--- src/rtl/hit_scheduler.sv ---
// Per-ray closest-hit scheduler: issues one triangle test per cycle and
// reduces in-order datapath results to the nearest positive hit.
module hit_scheduler #(
  parameter int Q_BITS   = 10,
  parameter int IDX_BITS = 8
) (
  input  logic                 clock,
  input  logic                 reset,
  input  logic                 ray_fifo_empty,
  output logic                 ray_fifo_rd_en,
  input  logic [191:0]         ray_fifo_dout,
  input  logic [IDX_BITS:0]    num_tris,
  output logic [95:0]          ray_org,
  output logic [95:0]          ray_dir,
  output logic                 tri_valid,
  output logic [IDX_BITS-1:0]  tri_idx,
  input  logic                 res_valid,
  input  logic                 res_hit,
  input  logic signed [31:0]   res_t,
  input  logic                 out_fifo_full,
  output logic                 out_fifo_wr_en,
  output logic [IDX_BITS+32:0] out_fifo_din
);

  localparam logic signed [31:0] TMax = 32'sh7FFF_FFFF;

  if (Q_BITS < 0 || Q_BITS > 31) begin : g_bad_q
    $error("Q_BITS must fit inside a 32-bit word");
  end

  typedef enum logic [2:0] {
    S_IDLE,
    S_LOAD,
    S_ISSUE,
    S_DRAIN,
    S_WRITE
  } state_e;

  state_e                state_q, state_d;
  logic [IDX_BITS:0]     issue_q, issue_d;
  logic [IDX_BITS:0]     ret_q, ret_d;
  logic [IDX_BITS:0]     ntris_q, ntris_d;
  logic                  hit_q, hit_d;
  logic [IDX_BITS-1:0]   bidx_q, bidx_d;
  logic signed [31:0]    bt_q, bt_d;
  logic [95:0]           org_q, org_d;
  logic [95:0]           dir_q, dir_d;
  logic                  hold_q;
  logic                  rd_c, tv_c, wr_c;
  logic                  res_ok;

  assign res_ok = res_valid && res_hit
                  && (res_t > 32'sd0) && (res_t < bt_q);

  always_comb begin
    state_d = state_q;
    issue_d = issue_q;
    ret_d   = ret_q;
    ntris_d = ntris_q;
    hit_d   = hit_q;
    bidx_d  = bidx_q;
    bt_d    = bt_q;
    org_d   = org_q;
    dir_d   = dir_q;
    rd_c    = 1'b0;
    tv_c    = 1'b0;
    wr_c    = 1'b0;
    unique case (state_q)
      S_IDLE: begin
        if (!ray_fifo_empty && !hold_q) begin
          rd_c    = 1'b1;
          state_d = S_LOAD;
        end
      end
      S_LOAD: begin
        org_d   = ray_fifo_dout[95:0];
        dir_d   = ray_fifo_dout[191:96];
        ntris_d = num_tris;
        issue_d = '0;
        ret_d   = '0;
        hit_d   = 1'b0;
        bidx_d  = '0;
        bt_d    = TMax;
        state_d = (num_tris == '0) ? S_WRITE : S_ISSUE;
      end
      S_ISSUE: begin
        tv_c    = 1'b1;
        issue_d = issue_q + 1'b1;
        if (issue_q == ntris_q - 1'b1) state_d = S_DRAIN;
      end
      S_DRAIN: begin
        if (ret_q == ntris_q) state_d = S_WRITE;
      end
      S_WRITE: begin
        if (!out_fifo_full) begin
          wr_c    = 1'b1;
          state_d = S_IDLE;
        end
      end
      default: state_d = S_IDLE;
    endcase
    // Results only belong to the ray while it is issuing or draining.
    if (res_valid && (state_q == S_ISSUE || state_q == S_DRAIN)) begin
      ret_d = ret_q + 1'b1;
      if (res_ok) begin
        bt_d   = res_t;
        bidx_d = ret_q[IDX_BITS-1:0];
        hit_d  = 1'b1;
      end
    end
  end

  always_ff @(posedge clock) begin
    if (reset) begin
      state_q <= S_IDLE;
      issue_q <= '0;
      ret_q   <= '0;
      ntris_q <= '0;
      hit_q   <= 1'b0;
      bidx_q  <= '0;
      bt_q    <= TMax;
      org_q   <= '0;
      dir_q   <= '0;
      hold_q  <= 1'b1;
    end else begin
      state_q <= state_d;
      issue_q <= issue_d;
      ret_q   <= ret_d;
      ntris_q <= ntris_d;
      hit_q   <= hit_d;
      bidx_q  <= bidx_d;
      bt_q    <= bt_d;
      org_q   <= org_d;
      dir_q   <= dir_d;
      hold_q  <= 1'b0;
    end
  end

  // Strobes are masked while reset is high, whatever state is held.
  assign ray_fifo_rd_en = rd_c && !reset;
  assign tri_valid      = tv_c && !reset;
  assign out_fifo_wr_en = wr_c && !reset;
  assign tri_idx        = issue_q[IDX_BITS-1:0];
  assign ray_org        = org_q;
  assign ray_dir        = dir_q;
  assign out_fifo_din   = {hit_q, bidx_q, bt_q};

endmodule

--- config.mk ---
export PLATFORM = sky130hd
export DESIGN_NAME = hit_scheduler
export DESIGN_NICKNAME = d
export VERILOG_FILES = /design/src/rtl/hit_scheduler.sv
export SDC_FILE = /design/constraint.sdc
export NUM_CORES = 1
export LEC_CHECK = 0
export CORE_AREA = 5 5 187 189
export CTS_BUF_LIST = sky130_fd_sc_hd__clkbuf_8 sky130_fd_sc_hd__clkbuf_16
export DETAILED_ROUTE_END_ITERATION = 7
export DIE_AREA = 0 0 192 194
export HOLD_SLACK_MARGIN = 0.15
export PLACE_DENSITY = 0.73
export SKIP_CTS_REPAIR_TIMING = 1
export SKIP_LAST_GASP = 1
export SYNTH_ARGS = -nofsm -noshare
export SYNTH_HDL_FRONTEND = slang
export SYNTH_SLANG_ARGS = --single-unit
--- constraint.sdc ---
create_clock -name clock -period 4.05 [get_ports clock]
set_input_delay 0.6075 -clock clock [delete_from_list [all_inputs] [get_ports clock]]
set_output_delay 0.6075 -clock clock [all_outputs]
set_load 0.1 [all_outputs]
Word level (Yosys, flattened, before mapping)
Index checks and enable logic that the tools add are counted.

Register bits: 264. Input bits: 239. Output and inout bits: 244. Word-level logic and storage cells: 66.

Order comparisons: 2. $add $sub $neg: 3. Muxes and demuxes: 24. Equality and inequality tests: 10. Reduce and logical (&&, ||, !) cells: 17.

Operators with widths (number): 32-bit two-way mux (3); 32-bit by 1-bit > comparator with 1-bit output, second input constant (1); 32-bit less-than comparator (1); 8-bit two-way mux (3); 9-bit by 1-bit adder with 9-bit output, second input constant (2); 9-bit == test (2); 9-bit two-way mux (2); 9-bit one-hot mux with 2 select lines (1); 3-bit two-way mux (5); 3-bit one-hot mux with 5 select lines (1); 9-bit logical NOT (1); 1-bit two-way mux (9); 9-bit by 1-bit subtractor with 9-bit output, second input constant (1); 1-bit logical AND (8); 2-bit != test, second input constant (4); 3-bit by 2-bit == test with 1-bit output, second input constant (2); 4-bit AND reduction (1); 2-bit nonzero test (2); 3-bit by 1-bit == test with 1-bit output, second input constant (1); 3-bit == test, second input constant (1); 1-bit logical NOT (3); 3-bit logical NOT (1); 1-bit logical OR (1).

Depth between registers and ports, before layout
Gate-level depths: netlist (run 1).

Depth after elaboration: 5. Mapped depth: 9.

Worst setup path after synthesis (run 1)
OpenSTA, ideal clock, no wires.

Path kind: in2out. Start: input port reset. End: output port out_fifo_wr_en. Slack: -0.550 ns. Required time: 3.442 ns. Stages on the path: 4. Path buffers: 3. Data arrival time: 3.993 ns. Cell sequence: clkbuf_1 clkbuf_1 clkbuf_1 nor4_1.

Word-level cells in the longest chain between the ends: 2.

Ends and longest elaborated chain: start: declaration (RTL line 8) `input logic reset,`; 1-bit logical NOT (RTL line 142) `assign out_fifo_wr_en = wr_c && !reset;`; 1-bit logical AND (RTL line 142); end: declaration (RTL line 21) `output logic out_fifo_wr_en,`.

Every way passes these cells.

Final worst setup path (run 1)
Start: register issue_q[5]. End: output port tri_idx[5].

RTL lines: start: declaration (RTL line 40) `logic [IDX_BITS:0] issue_q, issue_d;`; start signal: assignment (RTL line 127) `issue_q <= issue_d;`; end: declaration (RTL line 16) `output logic [IDX_BITS-1:0] tri_idx,`.

No word-level cell between the ends.

==> impl_metrics.yaml, run 1 <==
cts:
  cts_buffers: 30
  clock_path_buffers: 3
  path_clk_slew_ns: 0.06
  cts_tree: "yes"
  clockRootBuffer: "clkbuf_16"
  htree_num_levels: 1
  cts_sinks: 264
  clkLatencyLatePin_ns: 0.55
layout:
  layout-drive-gt1-share_pct: 4.08
  nNetsFinal: 2068
  area_growth_pct: 54.9
  mostFrequentLayoutCell: "clkdlybuf4s50_1"
  layout_common_cells: "clkdlybuf4s50_1, nand2_1, dfxtp_1, a21oi_1, nor2_1"
  antenna_cells: 0
  fin_util_pct: 51.0
setup_path:
  required_ns: 3.44
  cp_slowest_cell: "clkdlybuf4s50_1"
  crit_type: "flip-flop to primary output"
  path_buf_inv: 1
  critical-path-top-delay-family: "buffers and inverters"
  path_max_fanout: 9
  arrival_ns: 2.30
  critPathCaptureType: "primary output"
  critPathLaunchType: "flip-flop"
  cpPeakStageDelay_ns: 1.25
  crit_chain: "clkdlybuf4s50_1"
power_and_ir_drop:
  swShare_pct: 37.8
  p_int_mw: 5.03
  power_frac_seq_pct: 35.8
  p_clk_share_pct: 32.6
  combPwrFrac_pct: 31.6
  powerDensity_nw_per_um2: 479
  leakage_nw: 6.68
  switchingPower_mw: 3.06
  max-vdd-ir-drop_mv: 0.330
sta:
  drv_slew: 0
  hold_slack_ns: 0.451
  clock.fmax_mhz: 344
  hold_violations: 0
  rsz0062_at_grt: "no"
  period_share_pct: 71.8
  worst_pin_slew_ns: 1.09
  final.min_clock_period_ns: 2.91
  skew_ns: 0.0117
  worst_slack_ns: 1.14
  setup_viol: 0
  relSlewSlack_pct: 27.3
hold_path:
  hp-class: "flip-flop to flip-flop"
floorplan:
  fp.dieW_um: 192
  die_y_um: 194
  die_area_um2: 37200
  start_util_pct: 32.9
  num_rows: 67
  core_um2: 33100
  io_pins: 483
synth:
  synth-edff-count: 0
  synth_cells: 1371
  async_flop_share_pct: 0
  synth_cell_types: 56
  yosys_warnings: 0
  synthTopCellsByArea: "dfxtp_1, nand2_1, a21oi_1, mux2i_1, ha_1"
  synth_area_leader_cell: "dfxtp_1"
  synth_top_area_share_pct: 48.5
  yosysSeqAreaShare_pct: 48.5
  synth.cell_area_um2: 10900
  synth_ff_type: "dfxtp_1"
  syn_area_per_cell_um2: 7.95
  synth_fp_nets: 1644
  synth_seq_cells: 264
placed_design:
  routabilityCongestion: 0.859
  hpwl_mm: 27.6
  pre_cts_ws_ns: 0.860
  io_buffer_count: 482
global_route:
  grt_overflow: 0
  antenna_found_initial: 0
  grt_max_degree: 108
  grt_pass1_vias: 10622
  gr-usage-all-layers_pct: 18.9
  grt_first_pass_wirelength_mm: 58.0
routing:
  vias: 10692
  dr.pass1.iters: 6
  post_drt_wl_per_cell_um: 16.6
  drc_errors: 0
  drtIter0Drc: 502
  wl_mm: 37.5
  viasPerCell: 4.72
  antenna_left: 0
run_status:
  outcome: "completed"
job:
  drv_cap: 0
-- power groups by stage --
stage | Sequential (mW) | Combinational, mW | Clock, mW
6_report | 2.90 | 2.56 | 2.64
5_1_grt | 2.92 | 2.68 | 2.84
4_1_cts | 2.90 | 2.57 | 2.73
3_5_place_dp | 2.95 | 2.56 | 0
3_3_place_gp | 2.94 | 2.54 | 0
2_1_floorplan | 4.18 | 0.583 | 0
-- sequential cells by signal (all words and copies together), names as in the netlist --
| signal | cells |
|---|---|
| bt_q | 32 |
| state_q | 3 |
| hit_q | 1 |
| bidx_q | 8 |
| ray_dir | 96 |
| ntris_q | 9 |
| ret_q | 9 |
| issue_q | 9 |
| ray_org | 96 |
| hold_q | 1 |
-- routing by layer --
metal	global-route usage, %	share of wire (%)	up-vias
li1	-	-	5337
met1	22.0	39	4955
met2	33.7	49	355
met3	6.34	9.8	45
met4	4.33	2.0	0
met5	0	0	-
-- cells in the mapped netlist, types with 2 or more instances --
| cell | count |
|---|---|
| o21ai_0 | 11 |
| mux2_2 | 2 |
| buf_2 | 22 |
| and3b_1 | 2 |
| nand2_1 | 426 |
| or3_1 | 3 |
| nor3b_1 | 2 |
| mux2i_1 | 43 |
| buf_4 | 9 |
| nand2b_1 | 13 |
| a22oi_1 | 2 |
| buf_6 | 5 |
| and3_1 | 4 |
| nor3_1 | 7 |
| nor4_2 | 2 |
| nor2_1 | 101 |
| xor2_1 | 11 |
| o211ai_1 | 2 |
| nand4_1 | 11 |
| dfxtp_1 | 264 |
| nand3_1 | 10 |
| xnor2_1 | 9 |
| a211oi_1 | 3 |
| ha_1 | 34 |
| a21oi_1 | 226 |
| inv_1 | 35 |
| nand3b_1 | 5 |
| nor4_1 | 15 |
| clkbuf_1 | 63 |
| o21a_1 | 3 |
-- worst register-to-register path, cell delays in order (launching register included) --
cell and delay, ns:
dfxtp_1 0.38, inv_1 0.06, ha_1 0.30, nand4_1 0.17, nor4_2 0.38, nand2_1 0.13
a31o_1 0.24, a31oi_4 0.19, buf_12 0.29, mux2i_1 0.25
-- metrics by stage --
step / cells / setup TNS [ns] / instance area (µm²) / power (mW)
finish: 2263 / 0 / 16900 / 8.09
global route: 2263 / 0 / 16900 / 8.45
CTS: 2263 / 0 / 16900 / 8.20
detailed placement: 2211 / 0 / 15900 / 5.52
global placement: 2211 / 0 / 15900 / 5.49
floorplan: 1371 / -1.10 / 10900 / 4.76
-- logic make-up (layout without fill, tap and decap cells) --
group | Yosys count | in the layout | share of synthesized area (%)
AOI/OAI and AO/OA | 260 | 260 | 12.7
xor gates and xnor gates | 20 | 20 | 1.61
adders and majority gates | 34 | 34 | 3.90
buffers and inverters | 135 | 579 | 5.56
DFF | 264 | 264 | 48.5
muxes | 46 | 46 | 4.26
and+or+nand+nor | 612 | 612 | 23.5
-- area by class of cell --
cell class / count / area, µm²
multi-input cells: 972 / 5010
clock buffers: 35 / 820
clock inverters: 17 / 151
well taps: 448 / 561
repair buffers: 492 / 4920
flip-flops and latches: 264 / 5290
inverters: 35 / 131
fillers: 3054 / 16200
-- worst paths after layout --
kind	start	endpoint	slack (ns)	cells past startpoint
setup reg to reg	bt_q[31]	bt_q[5]	1.57	9
hold / removal	ray_dir[66]	ray_dir[66]	0.45	2
hold reg to reg	ray_dir[66]	ray_dir[66]	0.45	2
setup / recovery	issue_q[5]	tri_idx[5]	1.14	1
Power figures use the tool's default switching activity.
==> run 2, diff against run 1 <==
CORE_AREA = 5 5 186 188   (was 5 5 187 189)
DIE_AREA = 0 0 191 193   (was 0 0 192 194)
PLACE_DENSITY = 0.76   (was 0.73)
clock period = 2.6 ns   (was 4.05 ns; I/O delays follow)
==> run 2 against run 1 <==
Compared with the run above: design area shrank 1.5%; final cell count grew 1.2%; via count grew 1.7%; critical endpoint is now bt_q[11]; die area shrank 1.0%; count of clock-buffer cells in the layout shrank 1; clock power grew 51%; critical path type is now flip-flop to flip-flop; utilization shrank 0.52 points; worst setup slack lost 0.92 ns; sequential cell count is the same; register-to-register slack lost 1.3 ns.
==> impl_metrics.yaml, run 2 (synthesis gave the netlist of run 1 again) <==
global_route:
  grt_first_pass_wirelength_mm: 55.5
  grt_overflow: 0
  gr-usage-all-layers_pct: 18.3
  antenna_found_initial: 0
  grt_max_degree: 171
  grt_pass1_vias: 10436
cts:
  cts_buffers: 29
  cts_tree: "yes"
  cts_sinks: 264
  htree_num_levels: 1
  clkLatencyLatePin_ns: 0.54
  clockRootBuffer: "clkbuf_16"
  clock_path_buffers: 3
  path_clk_slew_ns: 0.06
routing:
  drtIter0Drc: 462
  viasPerCell: 4.74
  dr.pass1.iters: 4
  drc_errors: 0
  vias: 10870
  antenna_left: 0
  post_drt_wl_per_cell_um: 16.0
  wl_mm: 36.8
floorplan:
  core_um2: 32900
  io_pins: 483
  fp.dieW_um: 191
  die_area_um2: 36900
  num_rows: 67
  die_y_um: 193
  start_util_pct: 33.1
placed_design:
  hpwl_mm: 27.5
  dpl_cell_area_um2: 15700
  io_buffer_count: 482
  routabilityCongestion: 0.896
sta:
  drv_slew: 0
  setup_viol: 0
  clock.fmax_mhz: 421
  hold_violations: 0
  period_share_pct: 91.3
  relSlewSlack_pct: 43.1
  final.min_clock_period_ns: 2.37
  worst_pin_slew_ns: 0.854
  rsz0062_at_grt: "no"
  skew_ns: 0.0159
setup_path:
  critPathLaunchType: "flip-flop"
  path_max_fanout: 19
  required_ns: 3.05
  crit_type: "flip-flop to flip-flop"
  critPathCaptureType: "flip-flop"
  arrival_ns: 2.83
layout:
  area_growth_pct: 52.6
  mostFrequentLayoutCell: "nand2_1"
  antenna_cells: 0
  layout-drive-gt1-share_pct: 19.8
  nNetsFinal: 2097
  fin_util_pct: 50.5
  layout_common_cells: "nand2_1, buf_4, dfxtp_1, clkdlybuf4s50_1, a21oi_1"
  fin_area_um2: 16600
power_and_ir_drop:
  powerDensity_nw_per_um2: 750
  leakage_nw: 7.25
  max-vdd-ir-drop_mv: 0.527
job:
  drv_cap: 0
run_status:
  outcome: "completed"
hold_path:
  hp-class: "input port to flip-flop"
## run 2: cell count changes in the layout (fill, tap and decap cells not counted), sizes merged
| cell | previous run | this run |
|---|---|---|
| clkinvlp | 3 | 1 |
| dlygate4sd3 | 0 | 1 |
| inv | 41 | 43 |
| clkdlybuf4s50 | 478 | 237 |
| clkinv | 6 | 5 |
| buf | 13 | 283 |
| clkbuf | 36 | 35 |
## run 2: routing by layer
layer / share of wire, % / global-route usage [%] / wire length (µm)
met5: 0 / 0 / 0
met4: 2.6 / 4.92 / 946
met2: 50 / 32.9 / 18300
met1: 39 / 21.4 / 14400
met3: 8.5 / 5.49 / 3120
## run 2: report_power, final
part / internal (mW) / switching (mW) / leakage (nW)
Clock: 2.35 / 1.64 / 0.483
Sequential: 4.34 / 0.181 / 2.14
Combinational: 1.04 / 2.92 / 4.63
Total: 7.73 / 4.74 / 7.25
## run 2: worst paths after layout
kind	depth (start not counted)	slack, ns	to	start
max	9	0.23	bt_q[11]	bt_q[31]
min	3	0.39	ray_dir[20]	ray_fifo_dout[116]
max reg2reg	9	0.23	bt_q[11]	bt_q[31]
min reg2reg	2	0.45	ray_org[79]	ray_org[79]
## run 2: layout make-up
class,instances,area (µm²)
clock buffers,34,795
fillers,3110,16300
inverters,35,131
clock inverters,16,131
flip-flops and latches,264,5310
well taps,448,561
repair buffers,522,4670
multi-input cells,972,5030
## run 2: worst max-delay path, stage by stage (launching register included)
cell	delay, ns
dfxtp_2	0.35
inv_1	0.05
ha_1	0.30
nand4_1	0.17
nor4_2	0.37
nand2_1	0.12
a31o_1	0.24
a31oi_4	0.24
buf_12	0.22
mux2i_1	0.21
## run 2: stage by stage
stage / instances / power [mW] / setup WS [ns] / TNS [ns] / hold slack, ns
floorplan: 1371 / 7.41 / -0.408 / -0.817 / 0.418
global placement: 2240 / 8.54 / -0.163 / -6.15 / 0.442
detailed placement: 2240 / 8.58 / -0.222 / -7.59 / 0.447
CTS: 2290 / 12.6 / 0.0437 / 0 / 0.0815
global route: 2291 / 13.0 / 0.0797 / 0 / 0.375
finish: 2291 / 12.5 / 0.226 / 0 / 0.386
